`config.mk`:
```
export PLATFORM = sky130hd
export DESIGN_NAME = merlin_bus_arb
export DESIGN_NICKNAME = d
export VERILOG_FILES = /design/src/rtl/merlin_bus_arb.sv
export SDC_FILE = /design/constraint.sdc
export NUM_CORES = 1
export LEC_CHECK = 0
export CAP_MARGIN = 20
export CORE_AREA = 2 2 113 115
export DETAILED_ROUTE_END_ITERATION = 6
export DIE_AREA = 0 0 115 117
export PLACE_DENSITY = 0.59
export SETUP_SLACK_MARGIN = 0.1
export SLEW_MARGIN = 0
export SYNTH_ARGS = -nofsm -noshare
export SYNTH_HDL_FRONTEND = slang
export SYNTH_SLANG_ARGS = --single-unit
```
`constraint.sdc`:
```
create_clock -name clk_i -period 4.9 [get_ports clk_i]
set_input_delay 1.225 -clock clk_i [delete_from_list [all_inputs] [get_ports clk_i]]
set_output_delay 1.225 -clock clk_i [all_outputs]
set_load 0.01 [all_outputs]
```
`src/rtl/merlin_bus_arb.sv`:
```
// -----------------------------------------------------------------------------
// merlin_bus_arb
//   N-to-1 request arbiter with in-order response routing. Requests from the
//   upstream ports are granted round-robin (or fixed priority, see below) onto
//   a single downstream request channel. The granted port index is recorded in
//   an order FIFO so each downstream response is returned to the port that
//   issued the matching request.
//
// Configuration macro:
//   RV_BUSARB_FIXED_PRIO_EN  defined   -> fixed priority, lowest index wins
//                            undefined -> round-robin starting after last grant
//
// Parameters:
//   C_NUM_PORTS     number of upstream requestors (2..8)
//   C_XLEN          address/data width
//   C_FIFO_DEPTH_X  log2 of the order FIFO depth (>= 1)
//
// Ports:
//   clk_i, resetb_i, clk_en_i      clock, async active-low reset, clock enable
//   req*_i / reqready_o            upstream request channel, port p at slice p
//   rsp*_o / rspready_i            upstream response channel (data broadcast)
//   mreq*_o / mreqready_i          downstream request channel
//   mrsp*_i / mrspready_o          downstream response channel
//   outstanding_o                  accepted requests still awaiting a response
// -----------------------------------------------------------------------------
module merlin_bus_arb #(
  parameter int C_NUM_PORTS    = 2,
  parameter int C_XLEN         = 32,
  parameter int C_FIFO_DEPTH_X = 2
) (
  input  logic                        clk_i,
  input  logic                        resetb_i,
  input  logic                        clk_en_i,

  output logic [C_NUM_PORTS-1:0]        reqready_o,
  input  logic [C_NUM_PORTS-1:0]        reqvalid_i,
  input  logic [2*C_NUM_PORTS-1:0]      reqsize_i,
  input  logic [C_NUM_PORTS-1:0]        reqwrite_i,
  input  logic [2*C_NUM_PORTS-1:0]      reqhpl_i,
  input  logic [C_XLEN*C_NUM_PORTS-1:0] reqaddr_i,
  input  logic [C_XLEN*C_NUM_PORTS-1:0] reqdata_i,

  input  logic [C_NUM_PORTS-1:0]      rspready_i,
  output logic [C_NUM_PORTS-1:0]      rspvalid_o,
  output logic                        rsprerr_o,
  output logic                        rspwerr_o,
  output logic [C_XLEN-1:0]           rspdata_o,

  input  logic                        mreqready_i,
  output logic                        mreqvalid_o,
  output logic [1:0]                  mreqsize_o,
  output logic                        mreqwrite_o,
  output logic [1:0]                  mreqhpl_o,
  output logic [C_XLEN-1:0]           mreqaddr_o,
  output logic [C_XLEN-1:0]           mreqdata_o,
  output logic                        mrspready_o,
  input  logic                        mrspvalid_i,
  input  logic                        mrsprerr_i,
  input  logic                        mrspwerr_i,
  input  logic [C_XLEN-1:0]           mrspdata_i,

  output logic [C_FIFO_DEPTH_X:0]     outstanding_o
);

  localparam int PW    = (C_NUM_PORTS > 1) ? $clog2(C_NUM_PORTS) : 1;
  localparam int AW    = C_FIFO_DEPTH_X;
  localparam int DEPTH = 1 << C_FIFO_DEPTH_X;

  logic [PW-1:0]              rr_ptr;
  logic [PW-1:0]              grant;
  logic [PW-1:0]              grant_ofs;
  logic [PW:0]                grant_sum;
  logic [2*C_NUM_PORTS-1:0]   req_rot;
  logic                       any_valid;

  logic [AW:0]                wr_ptr;
  logic [AW:0]                rd_ptr;
  logic [PW-1:0]              order_mem [DEPTH];
  logic [PW-1:0]              head;
  logic                       fifo_full;
  logic                       fifo_empty;
  logic                       push;
  logic                       pop;

  assign any_valid = |reqvalid_i;

  // Rotate the request vector so that index rr_ptr lands at bit 0; the first
  // set bit of the rotated vector is then the offset from rr_ptr to the grant.
  assign req_rot = {reqvalid_i, reqvalid_i} >> rr_ptr;

  // NOTE: every signal assigned in an always_comb gets a default at the top so
  // no path leaves it unassigned, which would otherwise infer a latch.
  always_comb begin
    grant_ofs = '0;
    for (int k = C_NUM_PORTS - 1; k >= 0; k--) begin
      if (req_rot[k]) grant_ofs = PW'(k);
    end
    grant_sum = {1'b0, rr_ptr} + {1'b0, grant_ofs};
    if (grant_sum >= (PW+1)'(C_NUM_PORTS)) begin
      grant_sum = grant_sum - (PW+1)'(C_NUM_PORTS);
    end
    grant = grant_sum[PW-1:0];
  end

  // Order FIFO status: pointers carry one extra MSB so full and empty are
  // distinguishable when the index bits match.
  assign fifo_empty = (wr_ptr == rd_ptr);
  assign fifo_full  = (wr_ptr[AW] != rd_ptr[AW]) &&
                      (wr_ptr[AW-1:0] == rd_ptr[AW-1:0]);
  assign head       = order_mem[rd_ptr[AW-1:0]];

  // Downstream request: granted port's fields; stalled while the FIFO is full
  // because the response could not be routed back otherwise.
  assign mreqvalid_o = any_valid && !fifo_full;

  always_comb begin
    mreqsize_o  = reqsize_i[1:0];
    mreqwrite_o = reqwrite_i[0];
    mreqhpl_o   = reqhpl_i[1:0];
    mreqaddr_o  = reqaddr_i[C_XLEN-1:0];
    mreqdata_o  = reqdata_i[C_XLEN-1:0];
    reqready_o  = '0;
    rspvalid_o  = '0;
    mrspready_o = 1'b0;
    for (int p = 0; p < C_NUM_PORTS; p++) begin
      if (grant == PW'(p)) begin
        mreqsize_o    = reqsize_i[2*p +: 2];
        mreqwrite_o   = reqwrite_i[p];
        mreqhpl_o     = reqhpl_i[2*p +: 2];
        mreqaddr_o    = reqaddr_i[C_XLEN*p +: C_XLEN];
        mreqdata_o    = reqdata_i[C_XLEN*p +: C_XLEN];
        reqready_o[p] = any_valid && mreqready_i && !fifo_full;
      end
      // Responses only route while an order entry exists; otherwise the
      // downstream response is ignored (not accepted).
      if (!fifo_empty && (head == PW'(p))) begin
        rspvalid_o[p] = mrspvalid_i;
        mrspready_o   = rspready_i[p];
      end
    end
  end

  // Response payload is a straight pass-through, broadcast to every port.
  assign rspdata_o = mrspdata_i;
  assign rsprerr_o = mrsprerr_i;
  assign rspwerr_o = mrspwerr_i;

  // mreqvalid_o already excludes the full case, so a pop in the same cycle
  // never lets a push through while full.
  assign push = mreqvalid_o && mreqready_i && clk_en_i;
  assign pop  = mrspvalid_i && mrspready_o && clk_en_i;

  // NOTE: sequential state uses non-blocking assignments so every register
  // samples pre-edge values regardless of statement order.
  always_ff @(posedge clk_i or negedge resetb_i) begin
    if (!resetb_i) begin
      rr_ptr        <= '0;
      wr_ptr        <= '0;
      rd_ptr        <= '0;
      outstanding_o <= '0;
    end else begin
      if (push) begin
        wr_ptr <= wr_ptr + 1'b1;
`ifdef RV_BUSARB_FIXED_PRIO_EN
        rr_ptr <= '0;
`else
        rr_ptr <= (grant == PW'(C_NUM_PORTS - 1)) ? '0 : grant + PW'(1);
`endif
      end
      if (pop) begin
        rd_ptr <= rd_ptr + 1'b1;
      end
      case ({push, pop})
        2'b10:   outstanding_o <= outstanding_o + 1'b1;
        2'b01:   outstanding_o <= outstanding_o - 1'b1;
        default: outstanding_o <= outstanding_o;
      endcase
    end
  end

  // NOTE: the order storage is deliberately not reset; the pointers define
  // which entries are live, so stale contents after reset are never read.
  always_ff @(posedge clk_i) begin
    if (push) begin
      order_mem[wr_ptr[AW-1:0]] <= grant;
    end
  end

endmodule

```
**Word-level counts from Yosys, hierarchy flattened**

Memory sizes are Yosys's and may differ from the RTL's.
Index checks and enable logic that the tools add are counted.

- Register bits: 10
- RAM bits: 4
- Input port bits: 181
- Output and inout port bits: 112
- Memories kept: 1

Memory list:

| name | depth | bits a word | rd ports | clocked after memory_dff | wr ports | RTL line | RTL |
|---|---|---|---|---|---|---|---|
| order_mem | 4 | 1 | 1 | 0 | 1 | 78 | `logic [PW-1:0] order_mem [DEPTH];` |

- $add $sub $neg: 7
- Order comparisons: 1
- Equal/unequal tests: 5
- Shifts and indexed selects: 1
- Muxes and demuxes: 18
- Bitwise logic cells: 1
- Reduce and logical (&&, ||, !) cells: 14

Operators by type and width:

| cell | count |
|---|---|
| $mux 32 | 2 |
| $mux 1 | 13 |
| $logic_and 1x1->1 | 10 |
| $add 3x1->3 const B | 3 |
| $pmux 3 s2 | 1 |
| $mux 2 | 2 |
| $shr 4x1->2 | 1 |
| $eq 3x3->1 | 1 |
| $sub 3x1->3 const B | 1 |
| $add 1x1->2 | 1 |
| $eq 2x1->1 const B | 1 |
| $eq 2x2->1 | 1 |
| $eq 2x2->1 const B | 1 |
| $ge 2x2->1 const B | 1 |
| $logic_not 1->1 | 2 |
| $reduce_bool 2->1 | 1 |
| $reduce_or 2->1 | 1 |
| $add 1x1->1 const B | 1 |
| $ne 1x1->1 | 1 |
| $not 1->1 | 1 |
| $sub 1x1->1 const B | 1 |

**Logic depth before layout (Yosys ltp)**

- Depth after elaboration: 9
- Mapped depth: 10

**Least setup slack after synthesis**

OpenSTA, ideal clock, no wires.

- Path type: input to output
- Start: in reqvalid_i[0]
- End: out mreqaddr_o[0]
- Data arrival time: 2.274 ns
- Data required time: 3.675 ns
- Slack: 1.401 ns
- Cell stages on the path: 5
- Buffers on the path: 2
- Cell sequence: inv_1 > maj3_1 > clkbuf_1 > buf_2 > mux2_2

- Longest elaborated chain between the ends: 7

RTL lines:

| element | RTL line | RTL |
|---|---|---|
| start, declared | 36 | `input logic [C_NUM_PORTS-1:0] reqvalid_i,` |
| $shr 4x1->2 * | 89 | `assign req_rot = {reqvalid_i, reqvalid_i} >> rr_ptr;` |
| $mux 1 | 96 | `if (req_rot[k]) grant_ofs = PW'(k);` |
| $mux 1 * | 96 |  |
| $add 1x1->2 * | 98 | `grant_sum = {1'b0, rr_ptr} + {1'b0, grant_ofs};` |
| $ge 2x2->1 / $sub 1x1->1 (equally long branches) | 99, 100 |  |
| $mux 1 * | 99 | `if (grant_sum >= (PW+1)'(C_NUM_PORTS)) begin` |
| net grant_sum[0] | 72 | `logic [PW:0] grant_sum;` |
| $mux 32 * | 126 | `if (grant == PW'(p)) begin` |
| end, declared | 54 | `output logic [C_XLEN-1:0] mreqaddr_o,` |

Mark *: on every way through the listed nets, which the timed path passes. The rest lies on a longest branch.

**Worst setup path after layout**

- Start: in reqvalid_i[1]
- End: out mreqdata_o[3]

- Longest elaborated chain between the ends: 7

RTL lines:

| element | RTL line | RTL |
|---|---|---|
| $shr 4x1->2 * | 89 |  |
| $mux 1 | 96 |  |
| $mux 1 * | 96 |  |
| $add 1x1->2 * | 98 |  |
| $ge 2x2->1 / $sub 1x1->1 (equally long branches) | 99, 100 |  |
| $mux 1 * | 99 |  |
| $mux 32 * | 126 |  |
| end, declared | 55 | `output logic [C_XLEN-1:0] mreqdata_o,` |

Mark *: on every way between the ends. The rest lies on a longest branch, timed or not.

==> out/summary.json <==
{
  "run_status": {
    "result_of_the_run": "completed"
  },
  "sta": {
    "maxClockFrequency_mhz": 219,
    "slew_violations": 0,
    "timing_worst_slew_pin_value_ps": 586,
    "max-slew-margin-rel": 0.609,
    "unrepaired_setup_endpoints_after_global_routing": "no",
    "setup_viol_count_final": 0,
    "final_worst_path_cycle_share": 0.932,
    "setup_tns_ps": 0,
    "minimum_clock_period_after_layout_ps": 4570,
    "report.final.hold_viol_count": 0,
    "worst_clock_skew_ps": 0.757
  },
  "cts": {
    "max-clock-path-buffers": 2,
    "clk_pin_slew_worst_paths_ps": 40,
    "tritoncts": "built",
    "hold_buffers": 0,
    "cts_buf_count": 3,
    "cts_root_buf": "clkbuf_16",
    "clkLatencyLatePin_ps": 240,
    "postCtsResizedCells": 0,
    "post_cts_buffers": 0,
    "ctsHtreeMaxLevel": 1,
    "cts_sink_count": 14
  },
  "logic_synthesis": {
    "number_of_enable_flip_flop_cells_after_synthesis": 4,
    "syn-cell-area_um2": 1880,
    "ys_types": 27,
    "synth.yosys.seq_area_share": 0.197,
    "asyncSetResetFlopFracSynth": 0.714,
    "synth_ff_type": "dfrtp_1",
    "postSynthCellCount": 178,
    "postSynthRegisterBits": 14,
    "synth_area_per_cell_um2": 10.5,
    "synth_nets": 366,
    "ys.warnings.count": 0
  },
  "layout": {
    "sequential_cell_area_um2": 370,
    "antenna-diode-count": 0,
    "finalInstanceArea_um2": 4120,
    "layout.cells.most_common_list": "clkdlybuf4s50_1, mux2_2, dfrtp_1",
    "layout.cells.most_common": "clkdlybuf4s50_1",
    "nFillCells": 1249,
    "multiInputGateArea_um2": 1190,
    "num-nets-final": 556,
    "final_layout_size_suffix_gt1_frac": 0.229,
    "synthesis_to_layout_area_growth_pct": 119
  },
  "die": {
    "die_w_um": 115,
    "die_area_um2": 13500,
    "num_rows": 41,
    "die_h_um": 117,
    "initial_utilization": 0.152,
    "top_level_ports": 293,
    "core_area_um2": 12300
  },
  "critical_path": {
    "worstSetupStartpointType": "input pin",
    "critical_path.reg2reg.startpoint": "rd_ptr[0]",
    "critical_path.max_fanout": 46,
    "worstReg2RegEnd": "outstanding_o[2]",
    "timing.setup.critical_path_class": "in2out",
    "timing.reg2reg.worst_path_depth": 10,
    "crit_path_arrival_time_ps": 3340,
    "endpoint_kind": "output pin",
    "worst_setup_path_endpoint": "mreqdata_o[3]",
    "setup_slack_of_the_most_critical_reg_to_reg_path_ps": 2330,
    "startpoint": "reqvalid_i[1]",
    "timing.critical_path.required_ps": 3670
  },
  "drt": {
    "drt-met1-wl_um": 3170,
    "route.detailed.vias_per_inst": 3.92,
    "detailroute.wirelength.met3_um": 1200,
    "detail-route-antenna-nets": 0,
    "drt_iter0_markers": 55,
    "wirelength_per_cell_um": 16.7,
    "met2WireLength_um": 4200,
    "wirelength_um": 8630,
    "drt-pass1-iter-count": 4,
    "top_signal_layer_used": "met4",
    "vias": 2028,
    "drc": 0
  },
  "grt": {
    "maximum_number_of_pins_on_one_net_before_global_route_repair": 47,
    "via_count_of_the_first_global_routing_pass": 1907,
    "total_overflow_reported_by_the_global_router": 0,
    "grt_first_pass_wirelength_um": 10800,
    "grt_antenna_before_repair": 0,
    "grt_use_total": 0.108
  },
  "pwr": {
    "seq_power_share": 0.164,
    "p_per_area_nw_per_um2": 323,
    "vdd.ir_drop.worst_mv": 0.158,
    "comb_power_share": 0.722,
    "power.share.clock": 0.114,
    "p_leak_nw": 1.58,
    "net-switching-power_w": 0.000458,
    "power_switching_share": 0.344,
    "internal-power_w": 0.000873
  },
  "placed_design": {
    "placed_area_um2": 4040,
    "hpwl_um": 7510,
    "place.gp.congestion": 0.713,
    "io_buffer_count": 224
  },
  "flow_run": {
    "timing.max_cap.violations": 0
  },
  "hold_path": {
    "worst_min_delay_path_category": "reg2reg"
  }
}
==> layer usage <==
metal,vias to the layer above,track usage
met5,-,0
met4,0,0.0225
li1,967,-
met1,911,0.121
met3,10,0.0561
met2,140,0.184
==> worst max-delay path, stage by stage <==
cell and delay [ps]:
clkdlybuf4s50_1 500, maj3_4 190, buf_4 470, mux2_2 420, clkdlybuf4s50_1 500
==> worst min path at each step <==
stage / from / endpoint / cells after the start
after global placement: outstanding_o[2] / outstanding_o[2] / 1
after detailed placement: outstanding_o[2] / outstanding_o[2] / 1
after floorplan: wr_ptr[2] / wr_ptr[2] / 1
after CTS: outstanding_o[2] / outstanding_o[2] / 1
final: outstanding_o[2] / outstanding_o[2] / 1
after global routing: outstanding_o[2] / outstanding_o[2] / 1
==> registers in the layout (all words and copies together), names as in the netlist <==
register       count
order_mem          4
outstanding_o      3
rd_ptr             3
rr_ptr             1
wr_ptr             3
==> logic make-up (layout without fill, tap and decap cells) <==
family / Yosys count / count (layout) / synth area share
XOR/XNOR: 10 / 10 / 0.0467
adder cells (fa/ha/maj): 8 / 8 / 0.0560
flip-flops: 14 / 14 / 0.197
AO/OA/AOI/OAI: 4 / 4 / 0.0153
multiplexers: 73 / 73 / 0.448
buffers and inverters: 49 / 238 / 0.171
AND/OR/NAND/NOR: 20 / 20 / 0.0654
==> through the flow <==
step                      utilization  total power (W)  cells  setup WS [ps]  hold WS (ps)
final                           0.334          0.00133    517            332           462
after global routing            0.334          0.00143    517            250           496
after CTS                       0.334          0.00135    517            312           468
after detailed placement        0.328          0.00119    513            313           458
after floorplan                     -         0.000725    178           1400           460
after global placement          0.328          0.00119    513            356           454
==> power groups by stage <==
| stage | sequential (W) | clock [W] | combinational, W |
|---|---|---|---|
| 3_3_place_gp | 0.000219 | 0 | 0.000966 |
| 6_report | 0.000219 | 0.000151 | 0.000961 |
| 2_1_floorplan | 0.000216 | 0 | 0.000509 |
| 5_1_grt | 0.000228 | 0.000163 | 0.00104 |
| 3_5_place_dp | 0.000222 | 0 | 0.000970 |
| 4_1_cts | 0.000220 | 0.000156 | 0.000977 |
==> cell usage after synthesis, types with 2 or more instances <==
master	n	area share
xnor2_1	6	0.028
mux2_4	2	0.016
edfxtp_1	4	0.064
and3_1	6	0.020
buf_4	34	0.14
dfrtp_1	10	0.13
xor2_1	4	0.019
nor2_1	4	0.0080
inv_1	7	0.014
mux2_2	70	0.42
ha_1	6	0.040
buf_2	7	0.019
nand2_1	4	0.0080
==> cell type report <==
type | count | share of cell area
Timing Repair Buffer | 227 | 0.550
Inverter | 7 | 0.00638
Tap cell | 150 | 0.0456
Clock buffer | 3 | 0.0182
Sequential cell | 14 | 0.0900
Multi-Input combinational cell | 115 | 0.289
Clock inverter | 1 | 0.000912
No activity file was read; power rests on OpenSTA's default activity.
